$ cat src/rtl/serial_adder_ctrl_pkg.sv
// serial_adder_ctrl_pkg
//   Shared definitions for the bit-serial add/subtract controller:
//   FSM state encodings and the default operand width.
package serial_adder_ctrl_pkg;

    localparam int DEFAULT_WIDTH = 32;

    typedef enum logic [1:0] {
        IDLE    = 2'b00,
        RUN     = 2'b01,
        DONE_ST = 2'b10
    } state_t;

endpackage

$ cat src/rtl/serial_adder_ctrl_full_adder.sv
// FULL_ADDER
//   Existing 1-bit full adder cell, time-shared by serial_adder_ctrl.
//   Ports:
//     A, B  : input operand bits
//     CI    : carry in
//     S     : sum bit
//     CO    : carry out
module FULL_ADDER (
    input  logic A,
    input  logic B,
    input  logic CI,
    output logic S,
    output logic CO
);

    assign S  = A ^ B ^ CI;
    assign CO = (A & B) | (CI & (A ^ B));

endmodule

$ cat src/rtl/serial_adder_ctrl.sv
// serial_adder_ctrl
//   Bit-serial add/subtract controller. One FULL_ADDER cell is reused over
//   WIDTH cycles, LSB first, to produce a WIDTH-bit result with carry,
//   signed-overflow and zero flags.
//   Ports:
//     CLK       : rising-edge clock
//     RST       : asynchronous reset, active low
//     START     : request, sampled only in IDLE or DONE_ST
//     SnA       : 0 = A+B, 1 = A-B (latched with START)
//     A, B      : operands (latched with START)
//     R         : registered result, held until the next completion
//     CO        : final carry out (for subtract, 1 = no borrow)
//     OVF       : signed overflow
//     ZERO      : R == 0
//     BUSY      : high while in RUN
//     DONE      : one-cycle pulse, R and flags valid from this cycle
//     dbgState  : current FSM state
//
//   Handshake: START is a level sampled on the rising edge while the
//   controller is in IDLE or DONE_ST; that edge is the accept edge and
//   latches A/B/SnA. START is ignored while BUSY. DONE pulses for exactly one
//   cycle WIDTH edges after the accept edge; keeping START high during that
//   cycle starts the next operation back-to-back on the following edge.
module serial_adder_ctrl
    import serial_adder_ctrl_pkg::*;
#(
    parameter int WIDTH = DEFAULT_WIDTH
) (
    input  logic             CLK,
    input  logic             RST,
    input  logic             START,
    input  logic             SnA,
    input  logic [WIDTH-1:0] A,
    input  logic [WIDTH-1:0] B,
    output logic [WIDTH-1:0] R,
    output logic             CO,
    output logic             OVF,
    output logic             ZERO,
    output logic             BUSY,
    output logic             DONE,
    output state_t           dbgState
);

    localparam int                CNT_W    = $clog2(WIDTH);
    localparam logic [CNT_W-1:0] LAST_BIT = CNT_W'(WIDTH - 1);

    state_t           state;
    state_t           stateNext;
    logic             accept;
    logic             lastBit;
    logic [WIDTH-1:0] sa;
    logic [WIDTH-1:0] sb;
    logic [WIDTH-1:0] resSh;
    logic [WIDTH-1:0] resNext;
    logic [CNT_W-1:0] bitCnt;
    logic             carry;
    logic             faSum;
    logic             faCo;

    FULL_ADDER uFullAdder (
        .A  (sa[0]),
        .B  (sb[0]),
        .CI (carry),
        .S  (faSum),
        .CO (faCo)
    );

    // Result shift register as it will look after this edge's bit lands.
    assign resNext = {faSum, resSh[WIDTH-1:1]};
    assign lastBit = (state == RUN) && (bitCnt == LAST_BIT);

    always_ff @(posedge CLK or negedge RST) begin
        if (!RST) begin
            state <= IDLE;
        end else begin
            state <= stateNext;
        end
    end

    always_comb begin
        stateNext = state;
        accept    = 1'b0;
        case (state)
            IDLE: begin
                if (START) begin
                    accept    = 1'b1;
                    stateNext = RUN;
                end
            end
            RUN: begin
                if (lastBit) begin
                    stateNext = DONE_ST;
                end
            end
            DONE_ST: begin
                if (START) begin
                    accept    = 1'b1;
                    stateNext = RUN;
                end else begin
                    stateNext = IDLE;
                end
            end
            default: stateNext = IDLE;
        endcase
    end

    always_ff @(posedge CLK or negedge RST) begin
        if (!RST) begin
            sa     <= '0;
            sb     <= '0;
            resSh  <= '0;
            bitCnt <= '0;
            carry  <= 1'b0;
            R      <= '0;
            CO     <= 1'b0;
            OVF    <= 1'b0;
            ZERO   <= 1'b0;
        end else if (accept) begin
            // Subtract is A + ~B + 1: invert B here and seed the carry with 1.
            sa     <= A;
            sb     <= SnA ? ~B : B;
            carry  <= SnA;
            bitCnt <= '0;
        end else if (state == RUN) begin
            sa     <= sa >> 1;
            sb     <= sb >> 1;
            resSh  <= resNext;
            carry  <= faCo;
            bitCnt <= bitCnt + CNT_W'(1);
            if (lastBit) begin
                R    <= resNext;
                CO   <= faCo;
                // carry still holds the carry into the MSB on this edge.
                OVF  <= carry ^ faCo;
                ZERO <= (resNext == '0);
            end
        end
    end

    assign BUSY     = (state == RUN);
    assign DONE     = (state == DONE_ST);
    assign dbgState = state;

endmodule

$ cat config.mk
export PLATFORM = sky130hd
export DESIGN_NAME = serial_adder_ctrl
export DESIGN_NICKNAME = d
export VERILOG_FILES = /design/src/rtl/serial_adder_ctrl_pkg.sv /design/src/rtl/serial_adder_ctrl_full_adder.sv /design/src/rtl/serial_adder_ctrl.sv
export SDC_FILE = /design/constraint.sdc
export NUM_CORES = 1
export LEC_CHECK = 0
export CAP_MARGIN = 10
export CORE_UTILIZATION = 41
export CTS_CLUSTER_DIAMETER = 100
export DETAILED_ROUTE_END_ITERATION = 6
export GPL_TIMING_DRIVEN = 1
export RECOVER_POWER = 25
export REMOVE_ABC_BUFFERS = 1
export SETUP_SLACK_MARGIN = 0.4
export SYNTH_ARGS = -nofsm -noshare
export SYNTH_HDL_FRONTEND = slang
export SYNTH_SLANG_ARGS = --single-unit
export TNS_END_PERCENT = 1
$ cat constraint.sdc
create_clock -name CLK -period 3.3 [get_ports CLK]
set_input_delay 0.33 -clock CLK [delete_from_list [all_inputs] [get_ports CLK]]
set_output_delay 0.33 -clock CLK [all_outputs]
set_load 0.01 [all_outputs]
* After elaboration in Yosys (flattened, before gate mapping) *
Cells that the tools add are included.

storage, ports and cells
  register bits after elaboration = 139
  output and inout port bits = 39
  word-level logic and storage cells = 47

cells by class
  add/subtract/negate cells = 1
  eq/ne operators = 5
  multiplexer cells = 15
  bitwise operators = 8
  reduce and logical (&&, ||, !) cells = 8

operators with widths
  operator             count
  $mux 32              5
  $logic_not 32->1     1
  $not 32->32          1
  $mux 5               2
  $pmux 2 s3           1
  $add 5x1->5 const B  1
  $eq 5x5->1 const B   1
  $mux 1               5
  $mux 2               2
  $reduce_and 2->1     2
  $reduce_and 3->1     1
  $xor 1x1->1          3
  $and 1x1->1          2
  $eq 2x1->1 const B   1
  $eq 2x2->1 const B   1
  $logic_not 2->1      1
  $ne 2x1->1 const B   1
  $ne 2x2->1 const B   1
  $reduce_bool 2->1    1
  $reduce_or 2->1      1
  $logic_and 1x1->1    1
  $not 1->1            1
  $or 1x1->1           1

* Longest topological paths before layout *
  word-level depth = 5
  depth in mapped cells = 8
  mapped depth without buffers = 6

* Modules after synthesis *
A second synthesis with hierarchy kept.

unflattened totals
  cell total of the unflattened synthesis = 633
  area, all modules = 6108.4 um^2

modules (own cells, without submodules)
  module             times used  cells each  area an instance (um^2)  sequential area each (um^2)
  serial_adder_ctrl  1           632         6088.3                   3453.3
  FULL_ADDER         1           1           20.0                     0.0

* Worst setup path before layout *
OpenSTA, ideal clock, no wires.

  path type = reg-to-reg
  start = register bitCnt[0]
  end = register CO
  arrival = 1674 ps
  required time = 3175 ps
  setup slack = 1501 ps
  stages on the path, launching flop included = 8
  path buffers = 2
  period minus slack after synthesis = 1799 ps
  cells stage by stage = dfrtp_1 -> ha_1 -> and3_1 -> ha_1 -> nand3b_1 -> buf_4 -> buf_6 -> mux2_2

on the way
  longest elaborated chain between the ends = 3

RTL lines
  item                        RTL line                  source
  start: declaration          serial_adder_ctrl.sv:55   logic [CNT_W-1:0] bitCnt;
  start signal: assignment    serial_adder_ctrl.sv:129  bitCnt <= bitCnt + CNT_W'(1);
  $eq 5x5->1                  serial_adder_ctrl.sv:70   assign lastBit = (state == RUN) && (bitCnt == LAST_BIT);
  $logic_and 1x1->1           serial_adder_ctrl.sv:70
  $reduce_and 3->1 (no line)  -
  end signal: assignment      serial_adder_ctrl.sv:132  CO <= faCo;
  end: declaration            serial_adder_ctrl.sv:36   output logic CO,

No other way between the ends.
A chain may end at the register's enable or synchronous reset.

* Worst setup path after layout *
  start = register state[0], in the netlist dbgState[0]
  end = output port BUSY

on the way
  longest elaborated chain between the ends = 1

RTL lines
  item                      RTL line                  source
  start: declaration        serial_adder_ctrl.sv:47   state_t state;
  start signal: assignment  serial_adder_ctrl.sv:76   state <= stateNext;
  $eq 2x1->1                serial_adder_ctrl.sv:140  assign BUSY = (state == RUN);
  end: declaration          serial_adder_ctrl.sv:39   output logic BUSY,

No other way between the ends.

==> results.txt <==
Status -> completed
GR Layer Usage met3 -> 4.53%
CTS buffer count -> 17
Worst-case vdd ir drop -> 0.421 mV
Unrepaired setup endpoints after global routing -> no
Total Routing Usage GR -> 18.0%
Final hold vios -> 0
DRT Wirelength -> 12.8 mm
Number of max-cap violations -> 0
Switching power -> 2.45 mW
Worst skew pair latency -> 410 ps
R2R Path End -> R[13]
Xor and xnor area share after synthesis -> 4.76%
Yosys reg bits -> 138
Int Power -> 4.51 mW
Post-cts gate resize count -> 0
PnR Total Power -> 6.97 mW
Register area -> 0.00345 mm²
CP delay by family, top -> buffers and inverters
CP Cell Sequence -> nand2b_4 -> clkinv_2 -> clkdlybuf4s50_1
Post-synthesis cell type count -> 33
First-pass GRT wire length -> 21.1 mm
Worst Setup EP -> BUSY
Sequential share of the synthesized area -> 56.8%
Worst Tran Pin Value -> 1080 ps
Clock power share -> 23.3%
Clock slew seen by the registers of the worst setup and hold paths -> 50 ps
WS Path Type -> register to output pin
FILL cells -> 1322
Area Overhead vs Synth -> 26.6%
GPL Wtd Cong -> 0.759
Multi-input gate area -> 0.00239 mm²
Largest net degree at the start of global routing -> 121
CP Depth -> 3
Compound-gate portion of the synthesized area -> 7.56%
Crit Path Max Fanout -> 33
Io pins -> 107
Slew Viols, Final -> 0
Antenna Cells -> 0
Net Sw Frac -> 35.2%
Leak -> 3.58 nW
Req. time, crit path -> 2970 ps
Mapped Cells -> 631
Die height -> 124 µm
Combinational family with the most area after synthesis -> simple AND/OR/NAND/NOR gates
Adder-cell share of the synthesized area -> 0.741%
CP max-delay cell -> clkdlybuf4s50_1
Met1 Track Usage GR -> 23.7%
Worst Hold Class -> input pin to asynchronous set/reset pin
Post-DP HPWL -> 8.25 mm
GRT Max-Usage Layer -> met2
Synth Cell Area -> 0.00608 mm²
Bufs on Longest Clock Path -> 2
WP buf/inv -> 2
Clock tree from TritonCTS -> built
Initial DRC Count -> 413
Vias in the first global route -> 4513
Met2 GRT Util -> 28.4%
Port Buffers -> 106
Synth Warn # -> 0
Avg Synthesized Cell Area -> 9.63 µm²
Setup-failing EPs final -> 0
Clock skew -> 5.93 ps
Worst reg-to-reg setup slack -> 1240 ps
Largest stage delay on the critical path -> 510 ps
Rows -> 44
Sequential power share -> 42.0%
Setup TNS -> 0 ps
Comb pwr share -> 34.7%
Initial antenna violation count -> 0
Gr ovfl total -> 0
H-tree levels -> 4
Core footprint -> 0.0145 mm²
Vias -> 4627
Starting density of the core -> 42.0%
Average routed wire per standard cell -> 14.0 µm
Crit share post-route -> 67.3%
CTS root buf -> clkbuf_16
Mux cell area share after synthesis -> 6.46%
Nets@finish -> 791
Worst Setup Start Kind -> register
Relative slew slack -> 28.2%
Setup crit end kind -> output pin
Die W -> 124 µm
Die ar. -> 0.0153 mm²
Final Util -> 53.1%
Router iterations before antenna repair -> 5
Max Fclk -> 450 MHz
Final cell count without fillers -> 914
Simple-gate area share of the yosys netlist -> 19.6%
Placed cell count -> 885
Worst r2r path cells -> 6
# hold bufs at CTS -> 0
Layout cells sized above 1 -> 9.45%
Fin crit period -> 2220 ps
PD cells -> 905 mW/mm²
Routed vias/inst -> 5.06
Post-CTS Setup Repair Bufs -> 0
Critical Path AT -> 1890 ps
Setup crit start -> dbgState[0]
Drt drc -> 0
R2r startpoint -> bitCnt[0]
Antenna Nets Post-Route -> 0
Num Clock Sinks -> 138
## power groups by stage
| stage | Combinational [mW] | Clock, mW | Sequential, mW |
|---|---|---|---|
| after floorplan | 1.59 | 0 | 2.88 |
| after global placement | 2.35 | 0 | 2.92 |
| after detailed placement | 2.45 | 0 | 2.95 |
| after CTS | 2.45 | 1.66 | 2.93 |
| after global routing | 2.76 | 1.73 | 3.03 |
| final | 2.42 | 1.62 | 2.93 |
## registers in the layout (all words and copies together), names as in the netlist
name / cells
OVF: 1
resSh: 31
bitCnt: 5
dbgState: 2
carry: 1
sa: 32
sb: 32
R: 32
CO: 1
ZERO: 1
## layout make-up
class / count / area share [%]
flip-flops and latches: 138 / 44.9
multi-input cells: 447 / 31.1
repair buffers: 114 / 14.5
clock buffers: 25 / 6.18
well taps: 184 / 2.99
clock inverters: 4 / 0.260
inverters: 2 / 0.114
## cell usage in the layout, fill, tap and decap left out, drive strengths merged
master,count
a21oi,2
a22o,3
a22oi,1
a31oi,59
and3,1
buf,10
clkbuf,25
clkdlybuf4s50,104
clkinv,5
dfrtp,138
fa,1
ha,2
inv,1
mux2,34
mux2i,1
nand2,217
nand2b,2
nand3,3
nand3b,1
nand4,2
nor2,63
nor2b,2
nor3,3
nor4,8
o21ai,4
o22ai,3
o31ai,1
or3,1
xnor2,1
xor2,32
## synth_stat cells
master    instances  area (µm²)
a21oi_1           2        10.0
nand3b_1          1        7.51
clkbuf_1          3        11.3
nor2_1           63         236
xor2_1           32         280
buf_6             2        22.5
mux2_1            1        11.3
nor4_1            8        50.1
inv_1             1        3.75
mux2i_1           1        10.0
and3_1            1        6.26
or3_1             1        6.26
nand2b_1          2        12.5
mux2_2           33         372
xnor2_1           1        8.76
buf_2            34         170
dfrtp_1         138        3450
inv_2             1        3.75
ha_1              2        25.0
nor2b_1           2        12.5
clkbuf_4          1        7.51
a22oi_1           1        7.51
fa_1              1        20.0
o31ai_1           1        7.51
nand4_1           2        12.5
nand2_1         217         815
a31oi_1          59         369
o21ai_0           4        20.0
a22o_1            3        26.3
nor3_1            3        15.0
o22ai_1           3        18.8
buf_4             4        30.0
nand3_1           3        15.0
## stage by stage
stage	hold WS, ps	area [µm²]	setup WS, ps
after CTS	145	7690	1050
after global routing	205	7690	978
after detailed placement	491	7200	1210
after floorplan	34.4	5840	-715
final	66.1	7690	1080
after global placement	475	7200	1270
## layer usage
metal	wire length (µm)	vias to the layer above	part of all wire [%]
li1	-	2254	-
met1	6080	2229	48
met2	5850	126	46
met3	614	18	4.8
met4	216	0	1.7
met5	0	-	0
## worst min path at each step
stage	startpoint	to	slack, ps
after floorplan	RST	CO	30
after global placement	bitCnt[2]	bitCnt[2]	480
after detailed placement	bitCnt[4]	bitCnt[4]	490
after CTS	RST	R[26]	140
after global routing	RST	R[25]	210
final	RST	R[25]	70
## kinds of logic after synthesis
family | after synthesis
simple gates | 303
xor+xnor | 33
buf+inv | 46
compound gates | 73
flops | 138
mux | 35
fa+ha+maj | 3
## worst register-to-register path, stage by stage (launching register included)
cell and delay, ps:
dfrtp_1 400, ha_1 240, and3_1 190, ha_1 190, nand3b_1 80, buf_4 410, mux2_2 420
(Power assumes the default switching activity.)
